[src/rtl/kamikaze_mem_arbiter.sv]
// kamikaze_mem_arbiter: shares one 32-bit memory port between instruction
// fetch and the load/store unit. One transaction at a time. Data requests
// win by default. A fetch that has watched STARVE_LIMIT data grants in a row
// wins the next arbitration. Hung transactions are aborted after TIMEOUT
// busy cycles with an error response.
//
// state     | meaning
// ----------+------------------------------------------------------------
// S_IDLE    | no owner, arbitrating every cycle, mem_req_o low
// S_BUSY_IF | fetch owns the memory port, waiting for mem_ack_i or tmo
// S_BUSY_DM | data owns the memory port, waiting for mem_ack_i or tmo
module kamikaze_mem_arbiter #(
    parameter int STARVE_LIMIT = 3,
    parameter int TIMEOUT      = 64
) (
    input  logic        clk_i,
    input  logic        rst_i,
    input  logic        if_req_i,
    input  logic [31:0] if_addr_i,
    output logic [31:0] if_rdata_o,
    output logic        if_ack_o,
    output logic        if_err_o,
    input  logic        dm_req_i,
    input  logic        dm_we_i,
    input  logic [3:0]  dm_be_i,
    input  logic [31:0] dm_addr_i,
    input  logic [31:0] dm_wdata_i,
    output logic [31:0] dm_rdata_o,
    output logic        dm_ack_o,
    output logic        dm_err_o,
    output logic        mem_req_o,
    output logic        mem_we_o,
    output logic [3:0]  mem_be_o,
    output logic [31:0] mem_addr_o,
    output logic [31:0] mem_wdata_o,
    input  logic [31:0] mem_rdata_i,
    input  logic        mem_ack_i,
    output logic [1:0]  grant_o
);

    // State encoding doubles as the grant_o code.
    localparam logic [1:0] S_IDLE    = 2'b00;
    localparam logic [1:0] S_BUSY_IF = 2'b01;
    localparam logic [1:0] S_BUSY_DM = 2'b10;

    localparam logic [3:0] STREAK_MAX = 4'(STARVE_LIMIT);
    localparam logic [7:0] CNT_LAST   = 8'(TIMEOUT - 1);
    localparam bit         TMO_EN     = (TIMEOUT != 0);

    logic [1:0]  state_q, state_d;
    logic [3:0]  streak_q, streak_d;
    logic [7:0]  cnt_q, cnt_d;
    logic        mem_req_q, mem_req_d;
    logic        mem_we_q, mem_we_d;
    logic [3:0]  mem_be_q, mem_be_d;
    logic [31:0] mem_addr_q, mem_addr_d;
    logic [31:0] mem_wdata_q, mem_wdata_d;

    logic busy, tmo, done, own_if, own_dm;

    // Byte-offset bits are dropped: the memory port is word addressed.
    logic unused_addr_lsb;
    assign unused_addr_lsb = ^{if_addr_i[1:0], dm_addr_i[1:0]};

    assign busy   = (state_q != S_IDLE);
    assign own_if = (state_q == S_BUSY_IF);
    assign own_dm = (state_q == S_BUSY_DM);
    assign tmo    = TMO_EN && busy && (cnt_q == CNT_LAST);
    assign done   = busy && (mem_ack_i || tmo);

    // Completion strobes and read data, gated by owner; ack beats timeout.
    always_comb begin
        if_ack_o   = own_if && (mem_ack_i || tmo);
        dm_ack_o   = own_dm && (mem_ack_i || tmo);
        if_err_o   = own_if && tmo && !mem_ack_i;
        dm_err_o   = own_dm && tmo && !mem_ack_i;
        if_rdata_o = (own_if && mem_ack_i) ? mem_rdata_i : 32'h0;
        dm_rdata_o = (own_dm && mem_ack_i) ? mem_rdata_i : 32'h0;
    end

    // Arbitration, request capture, starvation streak and timeout counter.
    always_comb begin
        state_d     = state_q;
        streak_d    = streak_q;
        cnt_d       = cnt_q;
        mem_req_d   = mem_req_q;
        mem_we_d    = mem_we_q;
        mem_be_d    = mem_be_q;
        mem_addr_d  = mem_addr_q;
        mem_wdata_d = mem_wdata_q;
        case (state_q)
            S_IDLE: begin
                if (if_req_i && (!dm_req_i || streak_q == STREAK_MAX)) begin
                    state_d     = S_BUSY_IF;
                    streak_d    = 4'd0;
                    cnt_d       = 8'd0;
                    mem_req_d   = 1'b1;
                    mem_we_d    = 1'b0;
                    mem_be_d    = 4'hF;
                    mem_addr_d  = {if_addr_i[31:2], 2'b00};
                    mem_wdata_d = 32'h0;
                end else if (dm_req_i) begin
                    state_d     = S_BUSY_DM;
                    cnt_d       = 8'd0;
                    mem_req_d   = 1'b1;
                    mem_we_d    = dm_we_i;
                    mem_be_d    = dm_be_i;
                    mem_addr_d  = {dm_addr_i[31:2], 2'b00};
                    mem_wdata_d = dm_wdata_i;
                    if (!if_req_i) begin
                        streak_d = 4'd0;
                    end else if (streak_q != STREAK_MAX) begin
                        streak_d = streak_q + 4'd1;
                    end
                end
            end
            default: begin
                if (done) begin
                    state_d   = S_IDLE;
                    mem_req_d = 1'b0;
                end else begin
                    cnt_d = cnt_q + 8'd1;
                end
            end
        endcase
    end

    // State and registered memory-side outputs.
    always_ff @(posedge clk_i or posedge rst_i) begin
        if (rst_i) begin
            state_q     <= S_IDLE;
            streak_q    <= 4'd0;
            cnt_q       <= 8'd0;
            mem_req_q   <= 1'b0;
            mem_we_q    <= 1'b0;
            mem_be_q    <= 4'h0;
            mem_addr_q  <= 32'h0;
            mem_wdata_q <= 32'h0;
        end else begin
            state_q     <= state_d;
            streak_q    <= streak_d;
            cnt_q       <= cnt_d;
            mem_req_q   <= mem_req_d;
            mem_we_q    <= mem_we_d;
            mem_be_q    <= mem_be_d;
            mem_addr_q  <= mem_addr_d;
            mem_wdata_q <= mem_wdata_d;
        end
    end

    assign mem_req_o   = mem_req_q;
    assign mem_we_o    = mem_we_q;
    assign mem_be_o    = mem_be_q;
    assign mem_addr_o  = mem_addr_q;
    assign mem_wdata_o = mem_wdata_q;
    assign grant_o     = state_q;

endmodule

[config.mk]
export PLATFORM = sky130hd
export DESIGN_NAME = kamikaze_mem_arbiter
export DESIGN_NICKNAME = d
export VERILOG_FILES = /design/src/rtl/kamikaze_mem_arbiter.sv
export SDC_FILE = /design/constraint.sdc
export NUM_CORES = 1
export LEC_CHECK = 0
export ABC_AREA = 0
export BUFFER_PORTS_ARGS = -buffer_cell sky130_fd_sc_hd__buf_2
export CORE_UTILIZATION = 35
export CTS_BUF_LIST = sky130_fd_sc_hd__clkbuf_4
export DETAILED_ROUTE_END_ITERATION = 6
export PLACE_DENSITY = 0.71
export SLEW_MARGIN = 20
export SYNTH_ARGS = -nofsm -noshare
export SYNTH_HDL_FRONTEND = slang
export SYNTH_SLANG_ARGS = --single-unit
[constraint.sdc]
create_clock -name clk_i -period 3.1 [get_ports clk_i]
set_input_delay 0.465 -clock clk_i [delete_from_list [all_inputs] [get_ports clk_i]]
set_output_delay 0.465 -clock clk_i [all_outputs]
set_load 0.02 [all_outputs]
Yosys cells after proc, flatten, opt, wreduce, memory -nomap -nowiden --
Cells that the tools add are included.
Storage, ports and cells: bits in registers 84, bits of input ports 138, output and inout port bits 140, logic and storage cells 67
Operators by class: add/sub/neg operators 2, equal/unequal tests 8, mux-type cells 26, reduce and logical (&&, ||, !) cells 23
Operators with widths (count):
- 32-bit 2-to-1 mux | 6
- 8-bit 2-to-1 mux | 4
- 4-bit 2-to-1 mux | 6
- 1-bit logical AND | 11
- 8-bit by 1-bit adder with 8-bit output (second input constant) | 1
- 8-bit by 6-bit == test with 1-bit output (second input constant) | 1
- 2-bit 2-to-1 mux | 4
- 1-bit 2-to-1 mux | 6
- 2-bit AND reduction | 3
- 2-bit nonzero test | 3
- 4-bit by 1-bit adder with 4-bit output (second input constant) | 1
- 4-bit by 2-bit == test with 1-bit output (second input constant) | 1
- 4-bit by 2-bit inequality test with 1-bit output (second input constant) | 1
- 3-bit by 1-bit inequality test with 1-bit output (second input constant) | 1
- 3-bit inequality test (second input constant) | 1
- 3-bit AND reduction | 1
- 2-bit by 1-bit == test with 1-bit output (second input constant) | 1
- 2-bit == test (second input constant) | 1
- 1-bit logical NOT | 2
- 2-bit logical NOT | 1
- 1-bit logical OR | 2
- 2-bit by 1-bit inequality test with 1-bit output (second input constant) | 1

Depth between registers and ports, before layout --
depth after elaboration 6, gate-level depth with buffers 6, depth with buffers taken out 5

Worst setup path after synthesis --
OpenSTA, ideal clock, no wires.
path type reg2out, start reg cnt_q[0], end out dm_err_o, arrival 1.658 ns, required time 2.635 ns, slack 0.977 ns, cell stages (with the launch flop) 6, buffers on the path 1, cell sequence dfrtp_1 -> ha_1 -> and3_1 -> clkbuf_1 -> nand2_1 -> nor4_1
Between the ends: longest elaborated chain between the ends 4
Ends and longest elaborated chain:
- start: declaration | line 52 | logic [7:0] cnt_q, cnt_d;
- start signal: assignment | line 142 | cnt_q <= cnt_d;
- 8-bit by 6-bit == test with 1-bit output | line 68 | assign tmo = TMO_EN && busy && (cnt_q == CNT_LAST);
- 1-bit logical AND | line 68
- 1-bit logical AND (2 in series) | line 76 | dm_err_o = own_dm && tmo && !mem_ack_i;
- end: declaration | line 30 | output logic dm_err_o,
Every way passes these cells.

Final worst setup path --
start reg cnt_q[0], end out dm_ack_o
Between the ends: longest elaborated chain between the ends 4
Ends and longest elaborated chain:
- 8-bit by 6-bit == test with 1-bit output | line 68
- 1-bit logical AND | line 68
- 1-bit logical OR | line 74 | dm_ack_o = own_dm && (mem_ack_i || tmo);
- 1-bit logical AND | line 74
- end: declaration | line 29 | output logic dm_ack_o,
Every way passes these cells.

==> results.cfg <==
[power_and_ir_drop]
power.combinational.fraction_pct = 48.1
switching_share_of_total_power_pct = 44.04
power.net_switching_mw = 2.065
share_clk_of_total_power_pct = 13.8
power_density_mw_per_mm2 = 864.3
power.ir.vdd_worst_v = 0.0004442
fin_total_pwr_mw = 4.690
p_int_mw = 2.625
power.leakage_nw = 3.153
seq_power_share_pct = 38.1

[sta]
final_critical_path_setup_slack_ns = 0.4397
fin_crit_ns = 2.660
least_margin_pin_slew_ns = 0.7124
finalHoldViolations = 0
fmaxAchievable_mhz = 375.9
finalClockSkew_ns = 0.01516
final_layout_worst_hold_slack_ns = 0.1107
slew-limit-headroom_pct = 52.33
final-max-slew-violation-count = 0
timing.final.crit_share_pct = 85.82
timing.final.setup_violations = 0
rsz0062_at_grt = false
setup-tns-final_ns = 0

[floorplan]
floorplan.die_area_sq_mm = 0.01141
core_area_sq_mm = 0.01051
placementRows = 37
die_width_um = 106.8
starting_density_of_the_core_pct = 36.59
vertical_extent_of_the_die_um = 106.8
top_ports = 278

[cells_and_area]
layout.cells.most_common_list = 271 x buf_2, 82 x dfrtp_1, 66 x and2_1
final_layout_size_suffix_gt1_share_pct = 48.94
layout-area-overhead-vs-synth_pct = 41.13
mostFrequentLayoutCell = buf_2
nFillCells = 980
nets = 750

[run]
maxCapViolCount = 0

[yosys]
synth.avg_cell_area_sq_um = 11.05
synth_area_sq_mm = 0.003845
netlist_top_cells_area = dfrtp_1 53%, and2_1 11%, a222oi_1 7.8%, a22o_1 7.5%, inv_1 3.4%
synth_cell_type_count = 39
ys.warnings.count = 0
yosys_most_used_dff = dfrtp_1
synth_top_cell_area_share_pct = 53.37
synth_seq_cells = 82
synth-seq-area-share_pct = 53.37
synth.largest_area_cell = dfrtp_1
postSynthCellCount = 348
synth_enable_flop_cells = 0
async_reset_ff_share_pct = 100.0

[routing]
routed_wl_per_cell_um = 16.71
drt_wl_total_um = 12570
initialDrtViolationCount = 332
drtAntennaViolNets = 0
route.vias.total = 3801
detail_route.first_pass.iterations = 7
drt_drc_violations_left = 1
via_per_inst = 5.055

[clock_network]
cts-resized-gates = 0
clock_tree.htree_level_count = 3
library_cell_used_as_clock_root_buffer = clkbuf_4
clock_path_buffers = 2
clk_latency_ns = 0.42
post_cts_buffers = 0
cts_tree = yes
cts.sink_count = 82
cts_hold_repair.buffers = 0
cts_buffers = 9
clkTransAtPathRegs_ns = 0.14

[worst_setup_path]
setup.worst_path.start_class = flop
critPathRequiredTime_ns = 2.63
worstPathArrival_ns = 2.20
path_class = flop to output pin
crit_path_end_kind = output pin
critPathMaxFanout = 6

[min_path]
holdCritPathClass = primary input to async pin

[grt]
wire_length_of_the_first_global_routing_pass_um = 18900
grt_start_max_net_pins = 83
gr-usage-all-layers_pct = 21.83
antenna_violations_before_repair = 1
vias_in_the_first_global_route = 3649
grt_remaining_overflow = 0

[placement]
place_hpwl_um = 9680
globalplace.congestion = 0.9194
place_worst_setup_slack_ns = 0.9208
port-buffer-count = 271

[outcome]
outcome = finished with violations
failed_checks = DRC
cell families (layout without fill, tap and decap cells):
kind of cell,Yosys count,in the layout,share of synthesized area (%)
compound gates,98,98,22.29
fa+ha+maj,2,2,0.6507
buf+inv,62,328,7.908
flops,82,82,53.37
other cells,1,3,0.09753
simple gates,103,103,15.69
area by class of cell:
type,count,area (sq um),share of cell area (%)
Clock inverter,7,75.07,1.383
Tap cell,136,170.2,3.136
Antenna cell,1,2.502,0.04611
Timing Repair Buffer,277,1426,26.29
Inverter,35,132.6,2.444
Sequential cell,82,2052,37.81
Multi-Input combinational cell,205,1500,27.65
Clock buffer,9,67.56,1.245
synthesized netlist by cell type, drive strengths merged (4+ instances only):
| cell type | count |
|---|---|
| inv | 35 |
| and2 | 66 |
| a22o | 33 |
| dfrtp | 82 |
| a222oi | 30 |
| nand2 | 10 |
| o21ai | 4 |
| buf | 16 |
| nand3 | 7 |
| a31oi | 4 |
| clkbuf | 11 |
| o22a | 5 |
| a21oi | 8 |
| nor2 | 8 |
registers in the layout, summed over array words and instances, names as in the netlist:
name,count
mem_wdata_o,32
mem_be_o,4
cnt_q,8
mem_we_o,1
mem_req_o,1
mem_addr_o,30
streak_q,4
grant_o,2
metrics by stage:
| step | instance area [sq um] | instances | utilization (%) |
|---|---|---|---|
| after floorplan | 3849 | 349 | - |
| after global placement | 5281 | 735 | 50.26 |
| after detailed placement | 5281 | 735 | 50.26 |
| after CTS | 5424 | 751 | 51.61 |
| after global routing | 5426 | 752 | 51.64 |
| final | 5426 | 752 | 51.64 |
power by group through the flow:
stage,combinational [mW],sequential [mW],clock (mW)
global placement,2.23,1.78,0
finish,2.25,1.79,0.648
global route,2.42,1.85,0.735
floorplan,0.977,2.29,0
CTS,2.28,1.78,0.678
detailed placement,2.29,1.80,0
path summary, 6_finish.rpt:
check,slack [ns],cells after the start,to,from
setup / recovery,0.44,6,dm_ack_o,cnt_q[0]$_DFFE_PP0P_
hold reg to reg,0.49,1,cnt_q[5]$_DFFE_PP0P_,cnt_q[5]$_DFFE_PP0P_
setup reg to reg,0.95,5,mem_addr_o[3]$_DFFE_PP0P_,grant_o[1]$_DFFE_PP0P_
min in group clk_i,0.24,2,mem_wdata_o[11]$_DFFE_PP0P_,dm_wdata_i[11]
hold / removal,0.11,3,mem_wdata_o[14]$_DFFE_PP0P_,rst_i
max in group asynchronous,2.66,3,mem_addr_o[27]$_DFFE_PP0P_,rst_i
metal layers:
metal	GRT usage [%]	wire, um	vias up
met2	40.46	6796	191
met3	5.167	850	11
li1	-	-	1781
met1	24.32	4751	1818
met5	0	0	-
met4	7.339	168	0
worst max-delay path, stage by stage (launching register included):
cell,delay [ns]
dfrtp_1,0.44
ha_1,0.24
and3_1,0.26
and2_1,0.17
a31oi_1,0.39
nor2_1,0.11
buf_2,0.18
Note: power is estimated with default switching activity, not from simulation.
